File: config.mk
export PLATFORM = sky130hd
export DESIGN_NAME = sap_ram16x8_flat
export DESIGN_NICKNAME = d
export VERILOG_FILES = /design/src/rtl/sap_ram16x8_if.sv /design/src/rtl/sap_ram16x8.sv /design/src/flat_wrapper.sv
export SDC_FILE = /design/constraint.sdc
export NUM_CORES = 1
export LEC_CHECK = 0
export BUFFER_PORTS_ARGS = -buffer_cell sky130_fd_sc_hd__buf_2
export CORE_ASPECT_RATIO = 1.1
export CORE_MARGIN = 1
export CORE_UTILIZATION = 55
export CTS_CLUSTER_DIAMETER = 200
export DETAILED_ROUTE_END_ITERATION = 16
export GPL_TIMING_DRIVEN = 0
export HOLD_SLACK_MARGIN = 0.05
export PLACE_DENSITY = 0.76
export SETUP_SLACK_MARGIN = 0.15
export SLEW_MARGIN = 15
export SYNTH_ARGS = -nofsm -noshare
export SYNTH_HDL_FRONTEND = slang
export SYNTH_SLANG_ARGS = --single-unit
File: constraint.sdc
create_clock -name clk -period 2.7 [get_ports clk]
set_input_delay 0.81 -clock clk [delete_from_list [all_inputs] [get_ports clk]]
set_output_delay 0.81 -clock clk [all_outputs]
set_load 0.05 [all_outputs]
File: src/rtl/sap_ram16x8_if.sv
`default_nettype none
// ============================================================================
//  Module      : sap_ram16x8_if
//  Description : Bus bundle for the 16x8 SAP memory. It carries the run-mode
//                read/write port that the controller and MAR drive, the
//                nibble-serial loader inputs, and the status outputs.
//                master = controller / test driver, slave = the memory.
//  Signals     : addr[3:0]      run-mode address (from MAR)
//                prog           1 = program mode, 0 = run mode
//                nib_in[3:0]    loader data nibble
//                nib_stb        loader nibble strobe (one cycle)
//                we, d_in[7:0]  run-mode write enable / write data
//                re             run-mode read enable
//                d_out[7:0]     registered read data
//                d_oe           bus drive enable for d_out
//                prog_addr[3:0] loader write address
//                prog_busy      loader active
//                load_done      pulse after address 15 is loaded
//                prog_err       sticky strobe-during-write error
//  Revision    : 1.0  initial release
// ============================================================================
interface sap_ram16x8_if;
    logic [3:0] addr;
    logic       prog;
    logic [3:0] nib_in;
    logic       nib_stb;
    logic       we;
    logic [7:0] d_in;
    logic       re;
    logic [7:0] d_out;
    logic       d_oe;
    logic [3:0] prog_addr;
    logic       prog_busy;
    logic       load_done;
    logic       prog_err;

    modport master (
        output addr, prog, nib_in, nib_stb, we, d_in, re,
        input  d_out, d_oe, prog_addr, prog_busy, load_done, prog_err
    );

    modport slave (
        input  addr, prog, nib_in, nib_stb, we, d_in, re,
        output d_out, d_oe, prog_addr, prog_busy, load_done, prog_err
    );
endinterface
`default_nettype wire

File: src/rtl/sap_ram16x8.sv
`default_nettype none
// ============================================================================
//  Module      : sap_ram16x8
//  Description : 16-word x 8-bit data/program memory for the SAP datapath.
//                Run mode: registered reads onto the bus and writes from it,
//                addressed by the MAR. Program mode: a nibble-serial loader
//                FSM (IDLE/HI/LO/WRITE) fills memory from the 4-bit pins with
//                an auto-incrementing address.
//  Ports       : clk   system clock, rising edge
//                clr   synchronous active-high clear (wipes memory too)
//                bus   sap_ram16x8_if.slave (run port, loader, status)
//  Revision    : 1.0  initial release
// ============================================================================
module sap_ram16x8 (
    input  logic                clk,
    input  logic                clr,
    sap_ram16x8_if.slave        bus
);

    localparam logic [1:0] c_st_idle  = 2'd0;
    localparam logic [1:0] c_st_hi    = 2'd1;
    localparam logic [1:0] c_st_lo    = 2'd2;
    localparam logic [1:0] c_st_write = 2'd3;

    localparam int         c_depth    = 16;

    logic [7:0] r_mem [c_depth];
    logic [1:0] r_state;
    logic [3:0] r_hi;
    logic [3:0] r_lo;
    logic [3:0] r_prog_addr;
    logic [7:0] r_d_out;
    logic       r_d_oe;
    logic       r_load_done;
    logic       r_prog_err;

    // Run port is live only when the loader is parked and prog is low; this
    // also suppresses a read issued in the same cycle prog rises.
    logic       w_run_ok;
    logic       w_run_wr;
    logic       w_run_rd;

    assign w_run_ok = (r_state == c_st_idle) & ~bus.prog;
    assign w_run_wr = w_run_ok & bus.we;
    assign w_run_rd = w_run_ok & bus.re;

    always_ff @(posedge clk) begin
        if (clr) begin
            for (int i = 0; i < c_depth; i++) begin
                r_mem[i] <= 8'h00;
            end
            r_state     <= c_st_idle;
            r_hi        <= 4'h0;
            r_lo        <= 4'h0;
            r_prog_addr <= 4'h0;
            r_d_out     <= 8'h00;
            r_d_oe      <= 1'b0;
            r_load_done <= 1'b0;
            r_prog_err  <= 1'b0;
        end else begin
            r_load_done <= 1'b0;
            r_d_oe      <= w_run_rd;

            // Read samples the pre-edge contents, so a same-address
            // read/write returns the old word.
            if (w_run_rd) begin
                r_d_out <= r_mem[bus.addr];
            end
            if (w_run_wr) begin
                r_mem[bus.addr] <= bus.d_in;
            end

            case (r_state)
                c_st_idle: begin
                    if (bus.prog) begin
                        r_state     <= c_st_hi;
                        r_prog_addr <= 4'h0;
                        r_prog_err  <= 1'b0;
                    end
                end
                c_st_hi: begin
                    if (!bus.prog) begin
                        r_state <= c_st_idle;
                    end else if (bus.nib_stb) begin
                        r_hi    <= bus.nib_in;
                        r_state <= c_st_lo;
                    end
                end
                c_st_lo: begin
                    // Leaving here abandons the captured high nibble.
                    if (!bus.prog) begin
                        r_state <= c_st_idle;
                    end else if (bus.nib_stb) begin
                        r_lo    <= bus.nib_in;
                        r_state <= c_st_write;
                    end
                end
                c_st_write: begin
                    // Commit is unconditional: a byte whose low nibble was
                    // accepted always lands, even if prog drops now.
                    r_mem[r_prog_addr] <= {r_hi, r_lo};
                    r_prog_addr        <= r_prog_addr + 4'd1;
                    r_load_done        <= (r_prog_addr == 4'hF);
                    if (bus.nib_stb) begin
                        r_prog_err <= 1'b1;
                    end
                    r_state <= bus.prog ? c_st_hi : c_st_idle;
                end
                default: begin
                    r_state <= c_st_idle;
                end
            endcase
        end
    end

    assign bus.d_out     = r_d_out;
    assign bus.d_oe      = r_d_oe;
    assign bus.prog_addr = r_prog_addr;
    assign bus.prog_busy = (r_state != c_st_idle);
    assign bus.load_done = r_load_done;
    assign bus.prog_err  = r_prog_err;

endmodule
`default_nettype wire

File: src/flat_wrapper.sv
// flat-port wrapper written by rule: the top's interface ports become plain ports
module sap_ram16x8_flat 
  (clk, clr, bus_addr, bus_prog, bus_nib_in, bus_nib_stb, bus_we, bus_d_in, bus_re, bus_d_out, bus_d_oe, bus_prog_addr, bus_prog_busy, bus_load_done, bus_prog_err);
  sap_ram16x8_if bus_i ();
  input  logic clk;
  input  logic clr;
  input wire logic [$bits(bus_i.addr)-1:0] bus_addr;
  input wire logic [$bits(bus_i.prog)-1:0] bus_prog;
  input wire logic [$bits(bus_i.nib_in)-1:0] bus_nib_in;
  input wire logic [$bits(bus_i.nib_stb)-1:0] bus_nib_stb;
  input wire logic [$bits(bus_i.we)-1:0] bus_we;
  input wire logic [$bits(bus_i.d_in)-1:0] bus_d_in;
  input wire logic [$bits(bus_i.re)-1:0] bus_re;
  output wire logic [$bits(bus_i.d_out)-1:0] bus_d_out;
  output wire logic [$bits(bus_i.d_oe)-1:0] bus_d_oe;
  output wire logic [$bits(bus_i.prog_addr)-1:0] bus_prog_addr;
  output wire logic [$bits(bus_i.prog_busy)-1:0] bus_prog_busy;
  output wire logic [$bits(bus_i.load_done)-1:0] bus_load_done;
  output wire logic [$bits(bus_i.prog_err)-1:0] bus_prog_err;
  assign bus_i.addr = bus_addr;
  assign bus_i.prog = bus_prog;
  assign bus_i.nib_in = bus_nib_in;
  assign bus_i.nib_stb = bus_nib_stb;
  assign bus_i.we = bus_we;
  assign bus_i.d_in = bus_d_in;
  assign bus_i.re = bus_re;
  assign bus_d_out = bus_i.d_out;
  assign bus_d_oe = bus_i.d_oe;
  assign bus_prog_addr = bus_i.prog_addr;
  assign bus_prog_busy = bus_i.prog_busy;
  assign bus_load_done = bus_i.load_done;
  assign bus_prog_err = bus_i.prog_err;
  sap_ram16x8 u_core (.clk(clk), .clr(clr), .bus(bus_i));
endmodule
[Yosys cells after proc, flatten, opt, wreduce, memory -nomap -nowiden]
Memory sizes are Yosys's and may differ from the RTL's. A register that Yosys moved wholly into a read port is not among the register bits.
Index checks and enable logic that the tools add are counted.
Word-level totals
  bits in registers: 17
  bits in latches: 0
  RAM bits: 128
  memory bits (read-only): 0
  logic and storage cells: 59
  memories: 1
Memory list
  u_core.r_mem: words 16, width 8, rd ports 1, clocked after Yosys merged registers in 1, wr ports 16, line sap_ram16x8.sv:27  | logic [7:0] r_mem [c_depth];
Operators by class
  $add $sub $neg: 1
  $mul: 0
  div/mod/pow operators: 0
  magnitude comparators: 0
  equality and inequality tests: 8
  shifts and indexed selects: 0
  muxes and demuxes: 26
  bitwise gates (word level): 5
  reduce and logical (&&, ||, !) cells: 11
Operator list (count)
  8-bit 2-to-1 mux: 2
  8-bit OR reduction: 2
  1-bit 2-to-1 mux: 13
  4-bit 2-to-1 mux: 3
  3-bit AND reduction: 4
  2-bit 2-to-1 mux: 5
  2-bit case mux with 4 select lines: 1
  4-bit case mux with 2 select lines: 1
  3-bit != test, second input constant: 2
  4-bit by 1-bit adder with 4-bit output, second input constant: 1
  2-bit == test, second input constant: 2
  4-bit == test, second input constant: 1
  2-bit != test, second input constant: 2
  2-bit nonzero test: 2
  1-bit AND: 3
  2-bit by 1-bit == test with 1-bit output, second input constant: 1
  2-bit zero test: 1
  1-bit NOT: 2
  1-bit case mux with 2 select lines: 1
  2-bit AND reduction: 1
  2-bit OR reduction: 1

[Depth between registers and ports, before layout]
Gate-level depths: netlist of run 1.
  word-level depth: 9
  depth in mapped cells: 7
  mapped depth without buffers: 4

[Least setup slack after synthesis of run 1]
OpenSTA, ideal clock, no wires.
  path kind: in2reg
  start point: input bus_prog
  end point: memory u_core.r_mem[0][0] (enable)
  arrival time: 2511 ps
  slack: -185 ps
  stages on the path: 6
  buffers on the path: 2
  cell sequence: buf_6 > or4b_4 > a21oi_4 > nand3_4 > buf_6 > o21bai_1
RTL lines
  from (decl): line flat_wrapper.sv:8  | input wire logic [$bits(bus_i.prog)-1:0] bus_prog;
  to (decl): line sap_ram16x8.sv:27

==> out/qor.yml, run 1 <==
run_status:
  outcome: "finished with violations"
  violations: "design-rule violations"
sta:
  setup_violations: 0
  hold_ws_ps: 472
  worstMarginPinSlew_ps: 983
  rsz0062_at_grt: "yes"
  fin_skew_ps: 9.86
  max_slew_margin: 0.326
  hold_viol: 0
  max_freq_mhz: 385
  finalCritPeriodShare: 0.961
  period_minus_slack_ps: 2600
  slew_violations: 0
synth:
  syn-num-nets: 521
  synth_cell_type_count: 38
  synth_compound_area_frac: 0.0429
  ys_ff_latch: 153
  synth_top_family_by_area: "simple AND/OR/NAND/NOR gates"
  syn_avg_cell_area_um2: 14.6
  synth_fa_ha_area_frac: 0.00172
  synth_cells: 498
  synthFlopType: "edfxtp_1"
  synth_top_area_share: 0.530
  async_reset_ff_frac: 0
  syn_area_um2: 7250
  synth-edff-count: 128
  synth_top_cell_by_area: "edfxtp_1"
  synth_xor_area_frac: 0.00121
  synthTopCellsByArea: "edfxtp_1, mux4_2, dfxtp_1"
  yosysSeqAreaShare: 0.599
  yosys.area_share.simple: 0.152
  yosysWarningCount: 0
  muxShareOfSynthArea: 0.151
global_routing:
  grt_pass1_vias: 4931
  top_usage_layer: "met2"
  met1_usage: 0.384
  grt_max_degree: 17
  grt_util_all_layers: 0.298
  use_met3: 0.0543
  antenna_found_initial: 0
  gr-total-overflow: 0
  grt_pass1_wl_mm: 29.0
  grt_util_met2: 0.500
die:
  die_y_um: 122
  dieArea_um2: 13700
  io_pins: 38
  rows: 43
  start_util: 0.569
  die_w_um: 112
  coreArea_um2: 12800
power_and_ir_drop:
  p_per_area_nw_per_um2: 661
  leakagePower_nw: 2.92
  vdd_drop_max_mv: 0.454
  power_w: 0.00564
worst_setup_path:
  critPathRequiredTime_ps: 2860
  regToRegStartpoint: "u_core.r_state[1]$_SDFFE_PP0P_"
  timing.rr.end: "u_core.r_mem[3][3]$_SDFFCE_PN0P_"
  worstPathMaxFanout: 10
  critPathArrivalTime_ps: 2760
  endpoint_kind: "register"
  worstRegToRegCells: 6
  reg2reg_slack_ps: 320
  crit_type: "in -> reg"
  start_kind: "input port"
drt:
  drt_pre_antenna_iters: 11
  drc: 6
  drt_wl_total_mm: 19.4
  num_vias: 4862
  ant_nets: 0
  avgViaCountPerCell: 6.72
  avgRoutedWirePerCell_um: 26.7
  first_iter_violations: 542
clocking:
  cts_max_level: 4
  clkSinkCount: 153
  cts_root_buf: "clkbuf_16"
  cts.hold.buffers_added: 0
  clk_pin_slew_worst_paths_ps: 60
  clock_path_buffers: 2
  clock_latency_ps: 430
  cts_buffers: 17
  cts_tree: "done"
final_layout:
  fin_nets: 577
  multi_input_area_um2: 2760
  stdcell_count: 724
  seq_area_um2: 4340
  drive_gt1_frac: 0.370
  syn_to_final_growth_pct: 17.7
  antenna_cells: 0
  fillers: 827
  post-route-cell-area_um2: 8540
place:
  gp_congestion: 0.891
  port_buffers: 33
  dpl.hpwl_mm: 12.8
  placed_cells: 688
  dpl-instance-area_um2: 7800
worst_hold_path:
  hold_path_end: "u_core.r_hi[0]$_SDFFE_PP0P_"
  hp-start: "u_core.r_hi[0]$_SDFFE_PP0P_"
  worstHoldPathType: "reg -> reg"
  holdPathStages: 2
run:
  cap_violations: 0
-- power breakdown --
part / switching (W) / internal (W) / leakage [nW]
Clock: 0.000986 / 0.00145 / 0.297
Combinational: 0.000338 / 0.000196 / 1.12
Sequential: 0.0000305 / 0.00264 / 1.50
-- layout make-up --
cell class | count | share of cell area
Buffer | 51 | 0.0456
Clock buffer | 17 | 0.0498
Clock inverter | 15 | 0.0205
Inverter | 1 | 0.000440
Multi-Input combinational cell | 293 | 0.323
Sequential cell | 153 | 0.509
Tap cell | 157 | 0.0230
Timing Repair Buffer | 37 | 0.0287
-- Yosys cell counts (2+ instances only) --
master	instances
buf_2	19
dfxtp_1	25
buf_6	19
nand4_1	2
nand2_1	12
mux2i_1	33
mux2_2	4
o21ai_0	8
nor2_1	10
nor3_1	99
nand3_1	5
nand3_4	4
o21bai_1	16
a21oi_1	10
clkbuf_1	11
a2bb2oi_1	8
nor3_2	31
nand3b_1	3
mux4_2	32
edfxtp_1	128
nor4_1	2
-- worst max-delay path by stage --
stage,startpoint,end,depth (start not counted)
6_report,clr,u_core.r_mem[3][3]$_SDFFCE_PN0P_,7
2_1_floorplan,bus_prog,u_core.r_mem[0][0]$_SDFFCE_PN0P_,6
5_1_grt,bus_addr[2],u_core.bus.d_out[6]$_SDFFE_PP0P_,6
3_3_place_gp,clr,u_core.r_mem[14][3]$_SDFFCE_PN0P_,7
3_5_place_dp,clr,u_core.r_mem[3][3]$_SDFFCE_PN0P_,7
4_1_cts,clr,u_core.r_mem[1][4]$_SDFFCE_PN0P_,8
-- critical path, cell delays in order --
cell and delay, ps:
buf_2 170, nand3b_1 130, buf_4 180, buf_6 210, mux2i_2 640, buf_2 470, nor3_1 110
-- flip-flops by register name, summed over array words and instances, names as in the netlist --
signal	cells
u_core.bus.prog_err	1
u_core.bus.load_done	1
u_core.r_hi	4
u_core.r_mem	128
u_core.bus.d_out	8
u_core.bus.prog_addr	4
u_core.r_state	2
u_core.bus.d_oe	1
u_core.r_lo	4
-- timing repair --
item | CTS | global route
gates resized for setup | 6 | 10
buffers inserted | 1 | 3
setup endpoints to repair | 105 | 145
pin swaps | 1 | 4
-- per-layer routing --
metal  up-vias  wire length, um  share of wire
met5         -                0              0
met1      2402             7060           0.36
met4         0              544          0.028
met2       346             9760           0.50
met3        44             2000           0.10
li1       2070                -              -
-- per-stage QoR --
stage               worst slack (ps)  TNS [ps]   util
detailed placement              -505    -56410  0.612
global route                    62.1         0  0.669
CTS                              105         0  0.662
finish                           104         0  0.669
floorplan                        124         0      -
global placement                -491    -47070  0.612
-- cells in the final DEF (no fill, tap or decap), types with 5 or more instances in the layout --
| cell type | netlist | final |
|---|---|---|
| a21oi_1 | 10 | 10 |
| a2bb2oi_1 | 8 | 8 |
| buf_2 | 19 | 49 |
| buf_6 | 19 | 17 |
| clkbuf_1 | 11 | 10 |
| clkbuf_16 | 0 | 17 |
| clkinv_2 | 0 | 5 |
| dfxtp_1 | 25 | 25 |
| edfxtp_1 | 128 | 128 |
| mux2i_1 | 33 | 26 |
| mux2i_2 | 0 | 6 |
| mux4_2 | 32 | 32 |
| nand2_1 | 12 | 9 |
| nand3_1 | 5 | 5 |
| nor2_1 | 10 | 10 |
| nor3_1 | 99 | 99 |
| nor3_2 | 31 | 31 |
| o21ai_0 | 8 | 8 |
| o21bai_4 | 0 | 16 |
-- kinds of logic (layout without fill, tap and decap cells) --
| family | Yosys count | count (layout) |
|---|---|---|
| compound gates | 45 | 45 |
| simple gates | 177 | 177 |
| flops | 153 | 153 |
| xor+xnor | 1 | 1 |
| fa+ha+maj | 1 | 1 |
| mux | 69 | 69 |
| buf+inv | 52 | 121 |
Note: power is estimated with default switching activity, not from simulation.
==> run 2: changes to the inputs <==
- CORE_UTILIZATION: 55 -> 50
- PLACE_DENSITY: 0.76 -> 0.7
==> out/qor.yml, run 2 (same netlist as run 1, synthesis figures left out) <==
drt:
  top_layer: "met4"  # unchanged
  drt_wl_total_mm: 19.2  # was 19.4 mm
  ant_nets: 0  # unchanged
  drc: 0  # was 6
  drt_pre_antenna_iters: 5  # was 11
  avgRoutedWirePerCell_um: 25.3  # was 26.7 um
  wl_met3_mm: 1.44  # was 2.00 mm
  num_vias: 4770  # was 4862
  wl_met1_mm: 7.60  # was 7.06 mm
  dr_wl_met2_mm: 9.67  # was 9.76 mm
  avgViaCountPerCell: 6.29  # was 6.72
  first_iter_violations: 530  # was 542
power_and_ir_drop:
  p_int_w: 0.00433  # was 0.00429 W
  p_per_area_nw_per_um2: 658  # was 661 nW/um^2
  power_w: 0.00565  # was 0.00564 W
  leakagePower_nw: 2.93  # was 2.92 nW
  clkPwrFrac: 0.433  # was 0.432
  seqPwrFrac: 0.472  # was 0.473
  switching_share: 0.235  # was 0.240
  vdd_drop_max_mv: 0.430  # was 0.454 mV
  pwr-share-comb: 0.095  # about the same
  switching_power_w: 0.00133  # was 0.00135 W
worst_setup_path:
  endpoint: "u_core.r_mem[15][1]$_SDFFCE_PN0P_"  # was u_core.r_mem[3][3]$_SDFFCE_PN0P_
  crit_type: "in -> reg"  # unchanged
  critPathTopFamily: "buffers and inverters"  # unchanged
  timing.rr.end: "u_core.r_mem[10][7]$_SDFFCE_PN0P_"  # was u_core.r_mem[3][3]$_SDFFCE_PN0P_
  endpoint_kind: "register"  # unchanged
  cpPeakStageDelay_ps: 430  # was 640 ps
  worstRegToRegCells: 5  # was 6
  critPathArrivalTime_ps: 2640  # was 2760 ps
  critPathSlowestCell: "buf_2"  # was mux2i_2
  critPathRequiredTime_ps: 2850  # was 2860 ps
  start_kind: "input port"  # unchanged
  path_depth: 7  # unchanged
  worstSetupStartpoint: "clr"  # unchanged
  regToRegStartpoint: "u_core.r_state[1]$_SDFFE_PP0P_"  # unchanged
  reg2reg_slack_ps: 300  # was 320 ps
  critPathBufInv: 3  # was 4
  worstPathMaxFanout: 10  # unchanged
  crit_top_cell: "buf_2"  # unchanged
  cp_cell_sequence: "buf_2 > nand3b_1 > buf_4 > mux2_2 > nand2_1 > buf_2 > o21bai_4"  # was buf_2 > nand3b_1 > buf_4 > buf_6 > mux2i_2 > buf_2 > nor3_1
die:
  die_y_um: 128  # was 122 um
  coreArea_um2: 14000  # was 12800 um^2
  start_util: 0.520  # was 0.569
  io_pins: 38  # unchanged
  die_w_um: 117  # was 112 um
  dieArea_um2: 15000  # was 13700 um^2
  rows: 45  # was 43
clocking:
  clk_pin_slew_worst_paths_ps: 60  # about the same
  cts_tree: "done"  # unchanged
  cts_max_level: 4  # unchanged
  clkSinkCount: 153  # unchanged
  cts_root_buf: "clkbuf_16"  # unchanged
  cts.hold.buffers_added: 0  # unchanged
  clock_path_buffers: 2  # unchanged
  cts_buffers: 17  # unchanged
  clock_latency_ps: 430  # about the same
sta:
  period_minus_slack_ps: 2490  # was 2600 ps
  max_slew_margin: 0.396  # was 0.326
  hold_viol: 0  # unchanged
  max_freq_mhz: 402  # was 385 MHz
  hold_ws_ps: 465  # was 472 ps
  timing.final.ws_setup_ps: 212  # was 104 ps
  rsz0062_at_grt: "yes"  # unchanged
  worstMarginPinSlew_ps: 889  # was 983 ps
  finalCritPeriodShare: 0.922  # was 0.961
  slew_violations: 0  # unchanged
  fin_skew_ps: 10.2  # was 9.86 ps
  setup_violations: 0  # unchanged
global_routing:
  grt_max_degree: 17  # unchanged
  grt_pass1_wl_mm: 28.6  # was 29.0 mm
  grt_pass1_vias: 4632  # was 4931
  antenna_found_initial: 1  # was 0
  grt_util_all_layers: 0.278  # was 0.298
  gr-total-overflow: 0  # unchanged
final_layout:
  final_cell_mix: "edfxtp_1, nor3_1, buf_2"  # unchanged
  final_common_cell: "edfxtp_1"  # unchanged
  fin_nets: 580  # was 577
  syn_to_final_growth_pct: 18.5  # was 17.7%
  seq_area_um2: 4340  # unchanged
  post-route-cell-area_um2: 8600  # was 8540 um^2
  multi_input_area_um2: 2750  # was 2760 um^2
  stdcell_count: 758  # was 724
  antenna_cells: 0  # unchanged
  regMostFlops: "u_core.r_mem"  # unchanged
  drive_gt1_frac: 0.374  # was 0.370
  fillers: 1093  # was 827
  largest_reg_flops: 128  # unchanged
place:
  place_ws_ps: -401  # was -505 ps
  placed_cells: 719  # was 688
  dpl.hpwl_mm: 12.9  # was 12.8 mm
  port_buffers: 33  # unchanged
  dpl-instance-area_um2: 7850  # was 7800 um^2
  gp_congestion: 0.820  # was 0.891
run:
  cap_violations: 0  # unchanged
worst_hold_path:
  worstHoldPathType: "reg -> reg"  # unchanged
run_status:
  outcome: "complete, no violations"  # was finished with violations
run 2: cell count changes in the layout (fill, tap and decap cells not counted), moves of 2 or more:
cell / previous run / this run
buf_4: 3 / 6
clkbuf_8: 0 / 3
clkinv_2: 5 / 3
clkinv_4: 4 / 2
inv_4: 0 / 2
inv_6: 2 / 0
mux2i_2: 6 / 8
run 2: routing by layer:
metal  GRT usage  up-vias
li1            -     2068
met1       0.374     2423
met2       0.441      247
met3      0.0612       32
met4       0.115        0
met5           0        -
run 2: tightest hold or removal path, delay by kind of cell, from the launching register on:
family	cells	cell delay, ps
simple gates	1	50
flops	1	310
compound gates	1	50
run 2: cell type report:
class                      instances  share of cell area
sequential                       153               0.505
multi-input combinational        293               0.320
clock buffer                      22              0.0576
buffer                            51              0.0451
timing repair buffer              40              0.0311
tap                              188              0.0274
clock inverter                    10              0.0131
inverter                           1            0.000437
run 2: worst min path at each step:
| stage | start | end | slack (ps) | cells after the start |
|---|---|---|---|---|
| 3_5_place_dp | u_core.r_hi[2]$_SDFFE_PP0P_ | u_core.r_hi[2]$_SDFFE_PP0P_ | 450 | 2 |
| 6_report | u_core.r_hi[0]$_SDFFE_PP0P_ | u_core.r_hi[0]$_SDFFE_PP0P_ | 470 | 2 |
| 5_1_grt | u_core.r_hi[3]$_SDFFE_PP0P_ | u_core.r_hi[3]$_SDFFE_PP0P_ | 490 | 2 |
| 2_1_floorplan | u_core.r_hi[0]$_SDFFE_PP0P_ | u_core.r_hi[0]$_SDFFE_PP0P_ | 440 | 2 |
| 3_3_place_gp | u_core.r_hi[2]$_SDFFE_PP0P_ | u_core.r_hi[2]$_SDFFE_PP0P_ | 450 | 2 |
| 4_1_cts | u_core.r_hi[2]$_SDFFE_PP0P_ | u_core.r_hi[2]$_SDFFE_PP0P_ | 460 | 2 |
run 2: power groups by stage:
| stage | clock (W) | combinational, W | sequential (W) |
|---|---|---|---|
| floorplan | 0 | 0.000329 | 0.00273 |
| global placement | 0 | 0.000502 | 0.00271 |
| detailed placement | 0 | 0.000509 | 0.00272 |
| CTS | 0.00244 | 0.000526 | 0.00267 |
| global route | 0.00253 | 0.000561 | 0.00267 |
| finish | 0.00245 | 0.000536 | 0.00267 |
run 2: what timing repair did:
action / in CTS / in global routing
pin swaps: 7 / 3
setup endpoints to repair: 84 / 94
gates resized for setup: 3 / 13
buffers inserted: 6 / 1
run 2: per-stage QoR:
step | TNS, ps | utilization
CTS | 0 | 0.612
finish | 0 | 0.616
detailed placement | -51240 | 0.562
floorplan | 0 | -
global route | 0 | 0.616
global placement | -48940 | 0.562
